[config.mk]
export PLATFORM = sky130hd
export DESIGN_NAME = sad_search_ctrl
export DESIGN_NICKNAME = d
export VERILOG_FILES = /design/src/rtl/sad_search_ctrl.sv
export SDC_FILE = /design/constraint.sdc
export NUM_CORES = 1
export LEC_CHECK = 0
export ABC_AREA = 1
export CORE_UTILIZATION = 50
export DETAILED_ROUTE_END_ITERATION = 8
export MAX_ROUTING_LAYER = met4
export PLACE_DENSITY = 0.73
export SYNTH_ARGS = -nofsm -noshare
export SYNTH_HDL_FRONTEND = slang
export SYNTH_SLANG_ARGS = --single-unit
[constraint.sdc]
create_clock -name clk_i -period 2.27 [get_ports clk_i]
set_input_delay 0.3405 -clock clk_i [delete_from_list [all_inputs] [get_ports clk_i]]
set_output_delay 0.3405 -clock clk_i [all_outputs]
set_load 0.02 [all_outputs]
[src/rtl/sad_search_ctrl.sv]
// rtl/sad_search_ctrl.sv - raster-order motion-vector sequencer for the SAD compare stage
module sad_search_ctrl #(
    parameter int SR       = 16,
    parameter int PIPE_LAT = 4,
    parameter int MVW      = 6
) (
    input  logic           clk_i,
    input  logic           rst_i,
    input  logic           start_i,
    input  logic           stall_i,
    output logic           busy_o,
    output logic           done_o,
    output logic           comp_clear_o,
    output logic           cand_valid_o,
    output logic [MVW-1:0] cand_mvx_o,
    output logic [MVW-1:0] cand_mvy_o,
    output logic           comp_en_o,
    output logic [MVW-1:0] comp_mvx_o,
    output logic [MVW-1:0] comp_mvy_o
);

    typedef enum logic [2:0] {
        S_IDLE,
        S_CLEAR,
        S_SCAN,
        S_DRAIN,
        S_DONE
    } state_t;

    localparam logic [MVW-1:0] MV_MIN = MVW'(-SR);
    localparam logic [MVW-1:0] MV_MAX = MVW'(SR - 1);
    localparam int             CW     = $clog2(PIPE_LAT + 1);

    state_t         state_q, state_d;
    logic [MVW-1:0] mvx_q, mvx_d;
    logic [MVW-1:0] mvy_q, mvy_d;
    logic [CW-1:0]  drain_q, drain_d;

    logic [PIPE_LAT-1:0] dv_q;
    logic [MVW-1:0]      dx_q [PIPE_LAT];
    logic [MVW-1:0]      dy_q [PIPE_LAT];

    always_ff @(posedge clk_i or posedge rst_i) begin
        if (rst_i) begin
            state_q <= S_IDLE;
            mvx_q   <= '0;
            mvy_q   <= '0;
            drain_q <= '0;
        end else begin
            state_q <= state_d;
            mvx_q   <= mvx_d;
            mvy_q   <= mvy_d;
            drain_q <= drain_d;
        end
    end

    always_comb begin
        state_d      = state_q;
        mvx_d        = mvx_q;
        mvy_d        = mvy_q;
        drain_d      = drain_q;
        busy_o       = (state_q != S_IDLE);
        done_o       = 1'b0;
        comp_clear_o = 1'b0;
        cand_valid_o = 1'b0;
        cand_mvx_o   = '0;
        cand_mvy_o   = '0;
        case (state_q)
            S_IDLE: begin
                if (start_i) state_d = S_CLEAR;
            end
            S_CLEAR: begin
                comp_clear_o = 1'b1;
                mvx_d        = MV_MIN;
                mvy_d        = MV_MIN;
                state_d      = S_SCAN;
            end
            S_SCAN: begin
                // MV stays visible while stalled so the fetch side can hold its request
                cand_valid_o = !stall_i;
                cand_mvx_o   = mvx_q;
                cand_mvy_o   = mvy_q;
                if (!stall_i) begin
                    if (mvx_q == MV_MAX) begin
                        mvx_d = MV_MIN;
                        if (mvy_q == MV_MAX) begin
                            state_d = S_DRAIN;
                            drain_d = CW'(PIPE_LAT - 1);
                        end else begin
                            mvy_d = mvy_q + MVW'(1);
                        end
                    end else begin
                        mvx_d = mvx_q + MVW'(1);
                    end
                end
            end
            S_DRAIN: begin
                if (drain_q == '0) state_d = S_DONE;
                else               drain_d = drain_q - CW'(1);
            end
            S_DONE: begin
                done_o  = 1'b1;
                state_d = S_IDLE;
            end
            default: state_d = S_IDLE;
        endcase
    end

    // Shifts every cycle, so stalls propagate as comp_en bubbles
    always_ff @(posedge clk_i or posedge rst_i) begin
        if (rst_i) begin
            dv_q <= '0;
            for (int i = 0; i < PIPE_LAT; i++) begin
                dx_q[i] <= '0;
                dy_q[i] <= '0;
            end
        end else begin
            dv_q[0] <= cand_valid_o;
            dx_q[0] <= cand_valid_o ? cand_mvx_o : '0;
            dy_q[0] <= cand_valid_o ? cand_mvy_o : '0;
            for (int i = 1; i < PIPE_LAT; i++) begin
                dv_q[i] <= dv_q[i-1];
                dx_q[i] <= dx_q[i-1];
                dy_q[i] <= dy_q[i-1];
            end
        end
    end

    assign comp_en_o  = dv_q[PIPE_LAT-1];
    assign comp_mvx_o = dx_q[PIPE_LAT-1];
    assign comp_mvy_o = dy_q[PIPE_LAT-1];

endmodule

==> summary.md <==
| Metric | Value |
|---|---|
| Crit path time final | 2.012 ns |
| # IOs | 33 |
| Diode count | 0 |
| CTS tree | built |
| Critical Path, Cell by Cell | inv_2 -> nor3_1 -> clkdlybuf4s50_1 |
| 1st-iter DRT viols | 128 |
| Min-delay worst type | register to register |
| Final Net Count | 291 |
| #FFs+latches synth | 70 |
| Syn Area/Cell | 10.72 sq um |
| First-pass GRT wire length | 7044 um |
| Cell count after synthesis | 253 |
| CTS H-tree lvls | 3 |
| Share of layout cells above drive strength 1 | 15.33% |
| Die Area | 5721 sq um |
| Most frequent cells in the layout | dfrtp_1 (70), nand2_1 (47), inv_1 (25), nand3_1 (23), nor2_1 (20) |
| Pin count of the biggest net entering global routing | 71 |
| Fillers | 419 |
| Least-Margin Pin Slew | 0.3465 ns |
| WP data arrival | 1.67 ns |
| Fin area | 3282 sq um |
| Crit path launch type | register |
| Worst path slowest cell | clkdlybuf4s50_1 |
| Slew headroom | 76.90% |
| Setup CP Type | register to output port |
| Leakage | 0.001730 uW |
| Syn Nets | 261 |
| Mapped Area | 2711 sq um |
| Hold Vio Cnt, Final | 0 |
| Via density | 4.717 |
| Crit path largest cell delay | 0.63 ns |
| Register area share after synthesis | 64.61% |
| Max-slew violation count | 0 |
| DP HPWL | 2709 um |
| Final setup viols | 0 |
| Placed cell area | 3039 sq um |
| RSZ-0062 raised after global routing | no |
| Post CTS Setup Buffer Count | 0 |
| Die width | 75.64 um |
| Area leader, netlist | dfrtp_1 |
| Max IR drop VDD | 450.0 uV |
| Final worst path period share | 88.63% |
| Total core area | 5172 sq um |
| WP buf/inv | 2 |
| Top post-synthesis cells by area | dfrtp_1 (65%), nand2_1 (6.5%), nand3_1 (4.2%) |
| Maxcap violations | 0 |
| Fmax | 0.4970 GHz |
| Layout area overhead | 21.04% |
| Routed WL | 4075 um |
| Total GRT Usage | 17.70% |
| Reg area | 1752 sq um |
| Crit-path leading delay family | buffers and inverters |
| Critical Path RT | 1.93 ns |
| CTS clk-pin slew, worst paths | 0.07 ns |
| Number of global-route vias before repair | 1,583 |
| Multi-input gate area | 730.7 sq um |
| WL/cell | 11.41 um |
| Clock buffer depth | 2 |
| Initial antenna violation count | 0 |
| Ys Warns | 0 |
| Setup TNS Final | 0 ns |
| GP Congestion | 0.8547 |
| DR pass1 iterations | 4 |
| Root buffer cell | clkbuf_8 |
| Most common cell after layout, fill and taps aside | dfrtp_1 |
| Remaining Overflow, GRT | 0 |
| Crit. End Element | output port |
| CTS buffer count | 9 |
| # DRC | 0 |
| Yosys top cell area share | 64.61% |
| Power density cells | 981.3 nW/um^2 |
| Die Y | 75.64 um |
| Skew final | 0.007502 ns |
| Clock Sinks | 70 |
| Dpl cells | 342 |
| Post-route ant nets | 0 |
| Clock Latency Late Sink | 0.33 ns |
| Port Buffers | 32 |
| Unique cell type count in the Yosys netlist | 25 |
| Outcome | finished, final reports clean |
| Worst Path Max Fanout | 4 |
| Via Count | 1,684 |
| Row count | 26 |
| Starting Density | 52.42% |
| Layout Cells excl Fill | 357 |
-- cells by family (layout without fill, tap and decap cells) --
| logic type | Yosys count | after routing | share of synthesized area, % |
|---|---|---|---|
| and+or+nand+nor | 122 | 122 | 22.57 |
| DFF | 70 | 70 | 64.61 |
| buffers and inverters | 47 | 81 | 8.814 |
| AOI/OAI and AO/OA | 8 | 8 | 1.523 |
| adders and majority gates | 4 | 4 | 1.846 |
| xor gates and xnor gates | 2 | 2 | 0.6462 |
-- metrics by stage --
stage	total power [uW]	hold slack (ns)	util [%]	setup slack [ns]
final	3220	0.3479	63.45	0.2580
after global routing	3399	0.3592	63.45	0.1721
after CTS	3274	0.3507	63.01	0.006517
after detailed placement	2185	0.3347	58.76	0.2550
after global placement	2165	0.3314	58.76	0.2453
after floorplan	1958	0.3312	-	0.1613
-- path summary, 6_finish.rpt --
| kind | slack, ns | depth (start not counted) | endpoint | start |
|---|---|---|---|---|
| max | 0.26 | 3 | done_o | state_q[2]$_DFFE_PP0P_ |
| min | 0.35 | 0 | dv_q[3]$_DFF_PP0_ | dv_q[2]$_DFF_PP0_ |
| max reg2reg | 0.66 | 8 | mvy_q[5]$_DFFE_PP0P_ | state_q[0]$_DFFE_PP0P_ |
| min reg2reg | 0.35 | 0 | dv_q[3]$_DFF_PP0_ | dv_q[2]$_DFF_PP0_ |
| max in group asynchronous | 1.60 | 3 | mvy_q[3]$_DFFE_PP0P_ | rst_i |
| min in group asynchronous | 0.41 | 3 | dy_q[10]$_DFF_PP0_ | rst_i |
-- layout make-up --
cell class	instances	share of cell area [%]
timing repair buffer	37	11.59
clock inverter	3	2.059
clock buffer	12	4.727
multi-input combinational	136	22.26
inverter	29	3.317
sequential	70	53.37
tap	70	2.669
-- synthesized netlist by cell type --
cell type and count:
inv_2 3, nor2_1 20, buf_6 1, o21ai_1 4, dfrtp_1 70, nor2_2 3, inv_1 26, o21ai_0 2
nand2_4 2, xor2_1 1, nand3_2 1, ha_1 4, nor3_2 8, nor3_1 7, nand4_1 4, nand3_1 23
nand2_1 47, buf_4 14, buf_1 1, xnor2_1 1, nor2_4 2, a31oi_1 1, buf_2 2, a21oi_1 1
nand2_2 5
-- where the power goes --
group / internal [uW] / total (uW) / switching, uW / leakage (uW)
Sequential: 1440 / 1530 / 84.0 / 0.000913
Combinational: 246 / 600 / 353 / 0.000709
Clock: 673 / 1090 / 422 / 0.000109
-- registers in the layout (all words and copies together) (netlist names) --
signal / count
mvy_q: 6
state_q: 3
comp_mvx_o: 6
dx_q: 18
dy_q: 18
mvx_q: 6
drain_q: 3
comp_mvy_o: 6
dv_q: 4
-- metal layers --
| layer | vias up | share of wire, % | track usage [%] |
|---|---|---|---|
| li1 | 843 | - | - |
| met1 | 790 | 48 | 22.87 |
| met2 | 40 | 46 | 25.99 |
| met3 | 11 | 3.7 | 3.175 |
| met4 | 0 | 2.7 | 11.11 |
| met5 | - | 0 | - |
-- repair_timing --
item,in CTS,in global routing
endpoints found under the setup margin,12,7
gates resized for setup,7,8
hold buffers,0,0
pin swaps,0,0
(Power assumes the default switching activity.)
==> edit 1, RTL diff (config.mk and constraints unchanged) <==
`PIPE_LAT`: 4 -> 2.
--- a/src/rtl/sad_search_ctrl.sv
+++ b/src/rtl/sad_search_ctrl.sv
@@ -2,5 +2,5 @@
 module sad_search_ctrl #(
     parameter int SR       = 16,
-    parameter int PIPE_LAT = 4,
+    parameter int PIPE_LAT = 2,
     parameter int MVW      = 6
 ) (
Formal check against the unedited RTL: not equivalent (a bounded check fails within 10 cycles, from zero or initial values and one cycle with rst_i high).
==> edit 1 against the unedited design <==
  * Power shrank 21%
  * Sequential power shrank 30%
  * Sequential cell count is 27 lower
  * Maximum frequency is 3.9% lower
  * Worst setup slack worse by 0.081 ns
  * Critical endpoint is now cand_valid_o
  * Routed wire length fell by 21%
  * Final area shrank 28%
  * Synthesized area fell by 27%
  * Synthesized cell count shrank 15%
  * Critical path type unchanged
  * Largest power group unchanged
  * Highest routed layer unchanged
==> edit 1: results (changes against the unedited design) <==
[detailed_routing]
wl_met2_um = 1544  ; -18%
via_per_inst = 4.822  ; +2.2%
drt-met1-wl_um = 1490  ; -23%
wire_per_inst_um = 11.24  ; -1.5%

[grt]
grt_usage_pct = 18.32  ; +0.61 points
use_met1_pct = 22.18  ; -0.69 points
grt_max_degree = 44  ; -38%
met3_usage_pct = 5.634  ; +2.5 points
grt_pass1_vias = 1279  ; -19%
grtUsageMet2_pct = 28.52  ; +2.5 points
grt_pass1_wl_um = 5658  ; -20%

[setup_path]
critical_path.endpoint = cand_valid_o
crit_arrival_ns = 1.75  ; +0.08 ns
worstPathMaxFanout = 5  ; +1
r2r_slack_ns = 0.55  ; -0.11 ns

[cts]
cts_resized = 12  ; +5
clock_latency_ns = 0.29  ; -0.04 ns
htree_num_levels = 2  ; -1

[sta]
finClkSkew_ns = 0.008162  ; +0.0006594 ns
slew_headroom_pct = 65.08  ; -12 points

[outcome]
outcome = finished clean

[synthesis]
synthTopCellsByCount = 43 x dfrtp_1, 42 x nand2_1, 27 x inv_1, 20 x nor2_1, 14 x nor3_1
yosysSeqAreaShare_pct = 54.33  ; -10 points
synth_nets = 221  ; -15%

[power]
p_leak_nw = 1.195  ; -31%
ir_drop_mv = 0.6014  ; +34%

[worst_hold_path]
worstHoldEndpoint = comp_mvx_o[0]$_DFF_PP0_
hold_start = dx_q[6]$_DFF_PP0_

[final_layout]
drive_gt1_share_pct = 12.55  ; -2.8 points
fillers = 339  ; -19%
fin_nets = 245  ; -16%

[placed_design]
placed_cells = 279  ; -18%

edit 1: cell types whose count changed after synthesis, moves of 3 or more:
| cell | change |
|---|---|
| o21ai_1 | -3 |
| nand2_1 | -5 |
| nor3_1 | +7 |
| nor3_2 | -8 |
| nand3_1 | -13 |
| o21ai_2 | +5 |
| dfrtp_1 | -27 |
| o21ai_0 | +3 |
edit 1: final cells by class:
cell class | instances | share of cell area, %
clock buffer | 6 | 3.067
clock inverter | 2 | 2.538
inverter | 28 | 4.442
multi-input combinational | 124 | 27.76
sequential | 43 | 45.48
tap | 48 | 2.538
timing repair buffer | 36 | 14.17
edit 1: where the power goes:
group | internal, mW | switching (mW) | leakage (nW) | total [mW]
clock network | 0.439 | 0.250 | 0.0654 | 0.690
registers | 0.951 | 0.118 | 0.550 | 1.07
logic | 0.314 | 0.472 | 0.579 | 0.785
edit 1: through the flow:
stage	total power [mW]	utilization (%)	cell area (sq um)	setup slack, ns	hold WS [ns]
floorplan	1.656	-	1981	0.6613	0.3312
global placement	1.917	60.06	2248	0.2775	0.3312
detailed placement	1.940	60.06	2248	0.2485	0.3347
CTS	2.567	63.20	2366	0.1689	0.3518
global route	2.705	63.20	2366	0.1021	0.3621
finish	2.543	63.20	2366	0.1768	0.3521
edit 1: logic make-up (layout without fill, tap and decap cells):
family,after synthesis,count (layout),share of synthesized area (%)
DFF,43,43,54.33
and+or+nand+nor,105,105,24.89
AOI/OAI and AO/OA,16,16,6.380
buffers and inverters,47,72,12.51
adders and majority gates,3,3,1.895
edit 1: worst register-to-register path, cell delays in order (launching register included):
cell and delay [ns]:
dfrtp_1 0.45, nor2_2 0.20, nand2_1 0.09, buf_4 0.23, o21bai_4 0.22, nand2_2 0.24
inv_1 0.07, nand2_1 0.06, nand2_1 0.04
==> edit 2, RTL diff (same flow settings) <==
Without the edit above. Reset style: synchronous (`rst_i`), changed in 2 clocked blocks.
--- a/src/rtl/sad_search_ctrl.sv
+++ b/src/rtl/sad_search_ctrl.sv
@@ -41,5 +41,5 @@
     logic [MVW-1:0]      dy_q [PIPE_LAT];
 
-    always_ff @(posedge clk_i or posedge rst_i) begin
+    always_ff @(posedge clk_i) begin
         if (rst_i) begin
             state_q <= S_IDLE;
@@ -108,5 +108,5 @@
 
     // Shifts every cycle, so stalls propagate as comp_en bubbles
-    always_ff @(posedge clk_i or posedge rst_i) begin
+    always_ff @(posedge clk_i) begin
         if (rst_i) begin
             dv_q <= '0;
Behaviour: differs if rst_i is asserted again (counterexample within 4 cycles, from zero or initial values and one cycle with rst_i high); with rst_i held inactive, the same outputs for 10 cycles.
==> edit 2 against the unedited design <==
  * Sequential cell count stayed put
  * Worst setup slack got worse by 0.19 ns
  * Synthesized area shrank 4.1%
  * Routed wire length grew 0.69%
  * Power fell by 0.82%
  * Core utilization up 1.5 points
  * Final area fell by 4.1%
  * Count of clock-buffer cells in the layout shrank 1
  * Die area is 4.0% lower
  * Critical path type unchanged
  * Critical endpoint is now cand_mvy_o[4]
==> edit 2: results (changes against the unedited design) <==
[power]
p_leak_nw = 1.379  ; -20%
clk-power_mw = 0.813  ; -25%
ir_drop_mv = 0.6212  ; +38%
comb_power_share_pct = 29.7  ; +11 points

[final_layout]
nNonClkBuffers = 34  ; -8.1%
final-nonclk-buf-share_pct = 11.09  ; -0.50 points
multi_input_area_share_pct = 28.30  ; +6.0 points
drive_gt1_share_pct = 7.216  ; -8.1 points
fin_nets = 392  ; +35%
top_regs = dx_q (24), dy_q (24)
multi_input_cells = 198  ; +46%
clockBufferCount = 11  ; -1
clock_area_share_pct = 4.968  ; -1.8 points

[detailed_routing]
wl_um = 4103  ; +0.69%
dr.first_iter.drc_count = 109  ; -15%
wl_met2_um = 1866  ; -0.43%
drt-met1-wl_um = 1971  ; +1.8%
num_vias = 1975  ; +17%

[synthesis]
yosysSeqAreaShare_pct = 53.87  ; -11 points
avgSynthCellArea_sq_um = 7.475  ; -30%
synthTopCellsByCount = 91 x nor2_1, 70 x dfxtp_1, 68 x inv_1, 56 x nand2_1, 15 x nand3_1
async_flop_share_pct = 0  ; -100 points
synth_nets = 356  ; +36%
synth_area_leaders = dfxtp_1 54%, nor2_1 13%, inv_1 9.8%

[setup_path]
critical_path.endpoint = cand_mvy_o[4]
r2r-start = mvx_q[1]$_SDFFE_PP0P_
max_stage_delay_ns = 0.61  ; -0.02 ns
ff2ff_path_depth = 10  ; +2
crit_start = state_q[0]$_SDFFE_PP0P_
crit_arrival_ns = 1.86  ; +0.19 ns
timing.rr.end = mvy_q[1]$_SDFFE_PP0P_

[grt]
grt_usage_pct = 18.13  ; +0.43 points
use_met1_pct = 21.04  ; -1.8 points
grt_pass1_wl_um = 7155  ; +1.6%
grt_max_degree = 40  ; -44%
met3_usage_pct = 3.659  ; +0.48 points
grtUsageMet2_pct = 28.28  ; +2.3 points
grt_pass1_vias = 1710  ; +8.0%

[worst_hold_path]
whs_path_depth = 2  ; +2
hold_start = dy_q[0][4]$_SDFF_PP0_

[placed_design]
dp_hpwl_um = 2819  ; +4.0%
placed_cells = 440  ; +29%
place_area_sq_um = 2978  ; -2.0%

[outcome]
outcome = finished clean

[die]
die-area_sq_um = 5495  ; -4.0%

[sta]
worst_pin_slew_ns = 0.3535  ; +0.006935 ns
finClkSkew_ns = 0.003620  ; -0.003882 ns

## edit 2: changes by cell type in the layout (fill, tap and decap cells not counted), sizes merged, moves of 6 or more
cell	delta
nand3	-7
a21oi	+7
dfrtp	-70
clkdlybuf4s50	+6
dfxtp	+70
nor2	+72
nor3	-13
inv	+42
## edit 2: metrics by stage
step	utilization [%]	setup slack (ns)	power (mW)
6_report	64.93	0.06894	3.194
5_1_grt	64.93	0.001644	3.428
4_1_cts	64.62	0.02556	3.228
3_5_place_dp	61.42	0.3189	2.408
3_3_place_gp	61.42	0.3144	2.393
2_1_floorplan	-	0.7895	2.165
## edit 2: logic make-up after synthesis
kind of cell	after synthesis	share of synthesized area [%]
AOI/OAI and AO/OA	15	3.030
adders and majority gates	4	1.924
buffers and inverters	80	11.88
and+or+nand+nor	178	28.96
DFF	70	53.87
xor gates and xnor gates	1	0.3368
